--- src/rtl/common_pkg.sv ---
// Shared decode definitions for the ID stage.
//   - RV32I major opcode constants
//   - alu_op_e: ALU operation selector carried in the control bundle
//   - imm_fmt_e: immediate encoding formats
//   - control_type: packed control bundle handed to execute
//   - alu_from_funct: funct3/funct7 -> ALU operation helper
package common;

  localparam logic [6:0] OPC_LOAD   = 7'b0000011;
  localparam logic [6:0] OPC_OP_IMM = 7'b0010011;
  localparam logic [6:0] OPC_AUIPC  = 7'b0010111;
  localparam logic [6:0] OPC_STORE  = 7'b0100011;
  localparam logic [6:0] OPC_OP     = 7'b0110011;
  localparam logic [6:0] OPC_LUI    = 7'b0110111;
  localparam logic [6:0] OPC_BRANCH = 7'b1100011;
  localparam logic [6:0] OPC_JALR   = 7'b1100111;
  localparam logic [6:0] OPC_JAL    = 7'b1101111;

  // ALU_ADD is zero so an all-zero bundle is a harmless bubble.
  typedef enum logic [3:0] {
    ALU_ADD    = 4'd0,
    ALU_SUB    = 4'd1,
    ALU_SLL    = 4'd2,
    ALU_SLT    = 4'd3,
    ALU_SLTU   = 4'd4,
    ALU_XOR    = 4'd5,
    ALU_SRL    = 4'd6,
    ALU_SRA    = 4'd7,
    ALU_OR     = 4'd8,
    ALU_AND    = 4'd9,
    ALU_PASS_B = 4'd10
  } alu_op_e;

  typedef enum logic [2:0] {
    IMM_R = 3'd0,
    IMM_I = 3'd1,
    IMM_S = 3'd2,
    IMM_B = 3'd3,
    IMM_U = 3'd4,
    IMM_J = 3'd5
  } imm_fmt_e;

  typedef struct packed {
    alu_op_e alu_op;
    logic    alu_src;     // 1: operand B is the immediate
    logic    mem_read;
    logic    mem_write;
    logic    reg_write;
    logic    mem_to_reg;
    logic    is_branch;
    logic    is_jump;
  } control_type;

  // alt is instr[30]; it selects SUB only for register-register ops,
  // since OP-IMM has no SUBI and bit 30 is immediate data there.
  function automatic alu_op_e alu_from_funct(input logic [2:0] f3,
                                             input logic       alt,
                                             input logic       is_reg);
    alu_op_e op;
    case (f3)
      3'b000:  op = (alt && is_reg) ? ALU_SUB : ALU_ADD;
      3'b001:  op = ALU_SLL;
      3'b010:  op = ALU_SLT;
      3'b011:  op = ALU_SLTU;
      3'b100:  op = ALU_XOR;
      3'b101:  op = alt ? ALU_SRA : ALU_SRL;
      3'b110:  op = ALU_OR;
      default: op = ALU_AND;
    endcase
    return op;
  endfunction

endpackage

--- src/rtl/decode_stage_register_file.sv ---
// register_file: 32x32 integer register file, 2 combinational read ports,
// 1 synchronous write port. x0 is hardwired to zero.
// Optional macro REGFILE_BYPASS_EN: a same-cycle write is forwarded onto a
// read port whose index matches; otherwise reads see the pre-write value.
// Ports:
//   clk, rst_n              clock, synchronous active-low reset (clears all)
//   rs1_addr/rs1_data       read port 1
//   rs2_addr/rs2_data       read port 2
//   write_en/id/data        writeback port (writes to x0 discarded)
module register_file (
  input  logic        clk,
  input  logic        rst_n,
  input  logic [4:0]  rs1_addr,
  input  logic [4:0]  rs2_addr,
  output logic [31:0] rs1_data,
  output logic [31:0] rs2_data,
  input  logic        write_en,
  input  logic [4:0]  write_id,
  input  logic [31:0] write_data
);

  logic [31:0] regs [32];
  logic        wr_ok;
  logic        hit1, hit2;

  assign wr_ok = write_en && (write_id != 5'd0);

  always_ff @(posedge clk) begin
    if (!rst_n) begin
      for (int i = 0; i < 32; i++) regs[i] <= '0;
    end else if (wr_ok) begin
      regs[write_id] <= write_data;
    end
  end

`ifdef REGFILE_BYPASS_EN
  assign hit1 = wr_ok && (write_id == rs1_addr);
  assign hit2 = wr_ok && (write_id == rs2_addr);
`else
  assign hit1 = 1'b0;
  assign hit2 = 1'b0;
`endif

  // wr_ok already excludes x0, so a hit never overrides the zero read.
  assign rs1_data = hit1 ? write_data : ((rs1_addr == 5'd0) ? 32'd0 : regs[rs1_addr]);
  assign rs2_data = hit2 ? write_data : ((rs2_addr == 5'd0) ? 32'd0 : regs[rs2_addr]);

endmodule

--- src/rtl/decode_stage.sv ---
// decode_stage: RV32I instruction decode plus the ID/EX pipeline register.
// Reads operands from register_file, builds the immediate and control
// bundle, and registers everything with 1-cycle latency.
// Optional macro REGFILE_BYPASS_EN (handled inside register_file).
// Ports:
//   clk, rst_n                       clock, synchronous active-low reset
//   instruction_in, program_counter_in, compflg_in   from fetch
//   stall_in                         hold ID/EX contents
//   flush_in                         load a bubble (wins over stall_in)
//   write_en, write_id, write_data   writeback port
//   data1, data2, immediate_data, control_out, compflg_out,
//   program_counter_out, illegal_instr                ID/EX outputs
module decode_stage
  import common::*;
(
  input  logic        clk,
  input  logic        rst_n,
  input  logic [31:0] instruction_in,
  input  logic [31:0] program_counter_in,
  input  logic        compflg_in,
  input  logic        stall_in,
  input  logic        flush_in,
  input  logic        write_en,
  input  logic [4:0]  write_id,
  input  logic [31:0] write_data,
  output logic [31:0] data1,
  output logic [31:0] data2,
  output logic [31:0] immediate_data,
  output control_type control_out,
  output logic        compflg_out,
  output logic [31:0] program_counter_out,
  output logic        illegal_instr
);

  logic [31:0] instr;
  logic [6:0]  opcode;
  logic [31:0] rs1_val, rs2_val, imm;
  control_type ctrl;
  imm_fmt_e    fmt;
  logic        illegal;

  assign instr  = instruction_in;
  assign opcode = instr[6:0];

  // Writes during reset are suppressed inside register_file by its reset
  // branch, so an in-flight writeback is dropped on a reset edge.
  register_file u_rf (
    .clk        (clk),
    .rst_n      (rst_n),
    .rs1_addr   (instr[19:15]),
    .rs2_addr   (instr[24:20]),
    .rs1_data   (rs1_val),
    .rs2_data   (rs2_val),
    .write_en   (write_en),
    .write_id   (write_id),
    .write_data (write_data)
  );

  always_comb begin
    ctrl    = '0;
    fmt     = IMM_R;
    illegal = 1'b0;
    case (opcode)
      OPC_OP: begin
        ctrl.alu_op    = alu_from_funct(instr[14:12], instr[30], 1'b1);
        ctrl.reg_write = 1'b1;
      end
      OPC_OP_IMM: begin
        fmt            = IMM_I;
        ctrl.alu_op    = alu_from_funct(instr[14:12], instr[30], 1'b0);
        ctrl.alu_src   = 1'b1;
        ctrl.reg_write = 1'b1;
      end
      OPC_LOAD: begin
        fmt             = IMM_I;
        ctrl.alu_src    = 1'b1;
        ctrl.mem_read   = 1'b1;
        ctrl.reg_write  = 1'b1;
        ctrl.mem_to_reg = 1'b1;
      end
      OPC_STORE: begin
        fmt            = IMM_S;
        ctrl.alu_src   = 1'b1;
        ctrl.mem_write = 1'b1;
      end
      OPC_BRANCH: begin
        fmt            = IMM_B;
        ctrl.alu_op    = ALU_SUB;  // compare rs1 against rs2
        ctrl.is_branch = 1'b1;
      end
      OPC_JAL: begin
        fmt            = IMM_J;
        ctrl.alu_src   = 1'b1;
        ctrl.reg_write = 1'b1;
        ctrl.is_jump   = 1'b1;
      end
      OPC_JALR: begin
        fmt            = IMM_I;
        ctrl.alu_src   = 1'b1;
        ctrl.reg_write = 1'b1;
        ctrl.is_jump   = 1'b1;
      end
      OPC_LUI: begin
        fmt            = IMM_U;
        ctrl.alu_op    = ALU_PASS_B;
        ctrl.alu_src   = 1'b1;
        ctrl.reg_write = 1'b1;
      end
      OPC_AUIPC: begin
        fmt            = IMM_U;
        ctrl.alu_src   = 1'b1;
        ctrl.reg_write = 1'b1;
      end
      default: illegal = 1'b1;
    endcase
  end

  always_comb begin
    imm = '0;
    case (fmt)
      IMM_I:   imm = {{20{instr[31]}}, instr[31:20]};
      IMM_S:   imm = {{20{instr[31]}}, instr[31:25], instr[11:7]};
      IMM_B:   imm = {{19{instr[31]}}, instr[31], instr[7], instr[30:25], instr[11:8], 1'b0};
      IMM_U:   imm = {instr[31:12], 12'd0};
      IMM_J:   imm = {{11{instr[31]}}, instr[31], instr[19:12], instr[20], instr[30:21], 1'b0};
      default: imm = '0;
    endcase
  end

  // ID/EX register: reset > flush > stall > load.
  always_ff @(posedge clk) begin
    if (!rst_n || flush_in) begin
      data1               <= '0;
      data2               <= '0;
      immediate_data      <= '0;
      control_out         <= '0;
      compflg_out         <= 1'b0;
      program_counter_out <= '0;
      illegal_instr       <= 1'b0;
    end else if (!stall_in) begin
      data1               <= rs1_val;
      data2               <= rs2_val;
      immediate_data      <= imm;
      control_out         <= ctrl;
      compflg_out         <= compflg_in;
      program_counter_out <= program_counter_in;
      illegal_instr       <= illegal;
    end
  end

endmodule

--- config.mk ---
export PLATFORM = sky130hd
export DESIGN_NAME = decode_stage
export DESIGN_NICKNAME = d
export VERILOG_FILES = /design/src/rtl/common_pkg.sv /design/src/rtl/decode_stage_register_file.sv /design/src/rtl/decode_stage.sv
export SDC_FILE = /design/constraint.sdc
export NUM_CORES = 2
export LEC_CHECK = 0
export ABC_AREA = 1
export CORE_ASPECT_RATIO = 1.1
export CORE_MARGIN = 3
export CORE_UTILIZATION = 47
export CTS_BUF_LIST = sky130_fd_sc_hd__clkbuf_2 sky130_fd_sc_hd__clkbuf_4 sky130_fd_sc_hd__clkbuf_8
export DETAILED_ROUTE_END_ITERATION = 16
export PLACE_DENSITY_LB_ADDON = 0.15
export SLEW_MARGIN = 10
export SYNTH_ARGS = -nofsm -noshare
export SYNTH_HDL_FRONTEND = slang
export SYNTH_HIERARCHICAL = 1
export SYNTH_SLANG_ARGS = --single-unit
export TNS_END_PERCENT = 5
--- constraint.sdc ---
create_clock -name clk -period 7.45 [get_ports clk]
set_input_delay 1.1175 -clock clk [delete_from_list [all_inputs] [get_ports clk]]
set_output_delay 1.1175 -clock clk [all_outputs]
set_load 0.1 [all_outputs]
==> run_results.csv <==
group,metric,value,unit
clocking,clock-root-buffer,"clkbuf_8",
global_routing,grt_overflow,0,
yosys,async_flop_share,0,%
global_routing,antenna_found_initial,7,
sta,worst_slack,3.30,ns
setup_path,cp_top_family,"buffers and inverters",
pwr,seqPwrFrac,48.8,%
pwr,p_comb_share,14.3,%
detailed_routing,vias,59292,
sta,timing.hold.ws,0.463,ns
pwr,vdd_drop_max,0.000220,V
die,dieHeight,388,um
global_routing,track_usage,35.7,%
die,coreArea,131000,um^2
detailed_routing,routedWlPerCell,25.4,um
yosys,synth_compound_area_share,6.01,%
job,drv_cap,0,
sta,hold_viol,0,
clocking,cts.clk_slew.worst_paths,0.07,ns
clocking,cts_tree,"yes",
setup_path,end_kind,"output pin",
setup_path,max_stage_delay,1.35,ns
setup_path,worst_ep_required_time,6.33,ns
place,port_buffers,247,
clocking,cts.sink_count,1164,
pwr,p_sw_share,29.5,%
sta,rsz0062_at_grt,"false",
detailed_routing,first_pass_iters,9,
sta,setup_viol,0,
yosys,synth_top_family_by_area,"simple AND/OR/NAND/NOR gates",
place,place_ws,2.81,ns
sta,worstMarginPinSlew,1.34,ns
die,fp.dieW,353,um
detailed_routing,met3_length,30900,um
clocking,cts_resized,0,
sta,finClkSkew,0.0430,ns
setup_path,crit_buf_inv,1,
yosys,synthAdderAreaFrac,0,%
clocking,insertion_delay,0.96,ns
setup_path,path_cells,"clkdlybuf4s50_1",
yosys,yosysSeqAreaShare,53.8,%
yosys,yosys.area_share.simple,34.1,%
pwr,powerDensity,226,nW/um^2
global_routing,grt_pass1_vias,55208,
detailed_routing,drt_iter0_drc,8570,
setup_path,reg2reg_setup_slack,5.43,ns
sta,slew_viol_final,0,
sta,slew_headroom,10.3,%
yosys,yosysTopAreaCellShare,49.3,%
sta,post-route-min-period,4.15,ns
global_routing,grt_max_degree,151,
yosys,syn_avg_cell_area,7.73,um^2
place,dp_hpwl,142000,um
detailed_routing,route.detailed.drc,0,
detailed_routing,top_layer_used,"met5",
pwr,clockPowerShare,36.9,%
yosys,synth_edf_count,1024,
finish,layout-drive-gt1-share,6.51,%
setup_path,worstSetupPathType,"register to output pin",
detailed_routing,met1_length,92900,um
setup_path,arrival,3.04,ns
yosys,ys.flop_type,"edfxtp_1",
yosys,synth_cell_type_count,33,
clocking,cts_buffers,197,
clocking,cts.htree.levels,4,
yosys,syn_area,62400,um^2
yosys,synth_xor_area_share,0,%
die,rows,139,
sta,max_freq,241,MHz
detailed_routing,viasPerCell,5.97,
detailed_routing,dr_wl_met2,111000,um
finish,syn2layout_area_growth,11.1,%
worst_hold_path,hold_path_class,"register to register",
clocking,postCtsHoldBufs,0,
clocking,clockBufferDepth,3,
yosys,synth.most_common_cell,"nand2_1",
die,pin_count,248,
setup_path,worst-path-max-fanout,2,
pwr,p_leak,28.4,nW
setup_path,slowest_stage,"clkdlybuf4s50_1",
yosys,synthTopCellsByCount,"nand2_1, nor2_1, nand3_1",
outcome,status,"finished, final reports clean",
sta,fin_setup_tns,0,ns
yosys,synth_cells,8065,
global_routing,grt_pass1_wl,364000,um
place,globalplace.congestion,0.932,
setup_path,start_kind,"register",
yosys,yosysWarnings,6,
yosys,ys_ff_latch,1164,
yosys,synthTopCellsByArea,"edfxtp_1, nand2_1, nor2_1",
die,start_util,47.6,%
detailed_routing,drt_wl_total,253000,um
finish,nets,8106,
detailed_routing,drtAntennaViolNets,0,
yosys,synth_area_leader_cell,"edfxtp_1",
finish,utilization,52.9,%
die,dieArea,137000,um^2
yosys,synthMuxAreaShare,0,%
sta,post-route-period-util,55.8,%
pwr,switchingPower,4.62,mW
pwr,p_int,11.0,mW
clocking,cts_setup_buffers,0,
## state kept, by name, indices dropped and copies added, names as in the netlist
| signal | cells |
|---|---|
| compflg_out | 1 |
| illegal_instr | 1 |
| u_rf/regs | 1024 |
| data1 | 32 |
| immediate_data | 32 |
| data2 | 32 |
| program_counter_out | 32 |
| control_out | 10 |
## stage by stage
stage	area [um^2]	power, mW	instances
finish	69300	15.6	9928
global route	69300	16.1	9921
CTS	69300	15.6	9920
detailed placement	65400	9.92	9562
global placement	65400	9.89	9562
floorplan	62500	9.08	8096
## placed cells by master (no fill, tap or decap), drive strengths merged, types with 2 or more instances in the layout
cell and instances:
nand2 2422, nor2 1832, nand3 1028, edfxtp 1024, o21ai 445, clkbuf 284, a21oi 260, clkdlybuf4s50 228
inv 183, buf 162, dfxtp 140, clkinv 69, conb 32, o211ai 25, nor3 11, diode 8
clkinvlp 4, a31oi 3, bufinv 2
## final timing paths
path                                   startpoint                end  depth (start not counted)
worst max-delay path                    data1[30]          data1[30]                          1
worst min-delay path            immediate_data[1]  immediate_data[1]                          2
worst max register to register  u_rf/regs[16][20]          data2[20]                         10
worst min register to register  immediate_data[1]  immediate_data[1]                          2
## logic make-up (layout without fill, tap and decap cells)
kind of cell,Yosys count,count (layout)
flip-flops,1164,1164
buffers and inverters,870,932
other,1,40
AO/OA/AOI/OAI,734,734
AND/OR/NAND/NOR,5296,5296
## cell type report
cell class | instances | area, um^2
sequential | 1164 | 33600
inverter | 184 | 737
clock buffer | 284 | 3480
fill | 12385 | 61800
multi-input combinational | 6062 | 25200
clock inverter | 74 | 387
tap | 1762 | 2200
antenna | 8 | 20.0
timing repair buffer | 390 | 3700
## power by group through the flow
stage	clock (mW)	combinational (mW)	sequential (mW)
after global routing	6.09	2.38	7.66
after CTS	5.80	2.18	7.61
final	5.77	2.24	7.63
after floorplan	0	1.22	7.85
after detailed placement	0	2.17	7.75
after global placement	0	2.16	7.74
## metal layers
metal	vias to the layer above	global-route usage, %
li1	26240	-
met1	27923	44.9
met2	4279	54.5
met3	848	9.32
met4	2	23.1
met5	-	0
## worst min-delay path, stage by stage, from the launching register on
cell and delay [ns]:
dfxtp_1 0.30, nand2_1 0.06, a21oi_1 0.05
Power figures use the tool's default switching activity.
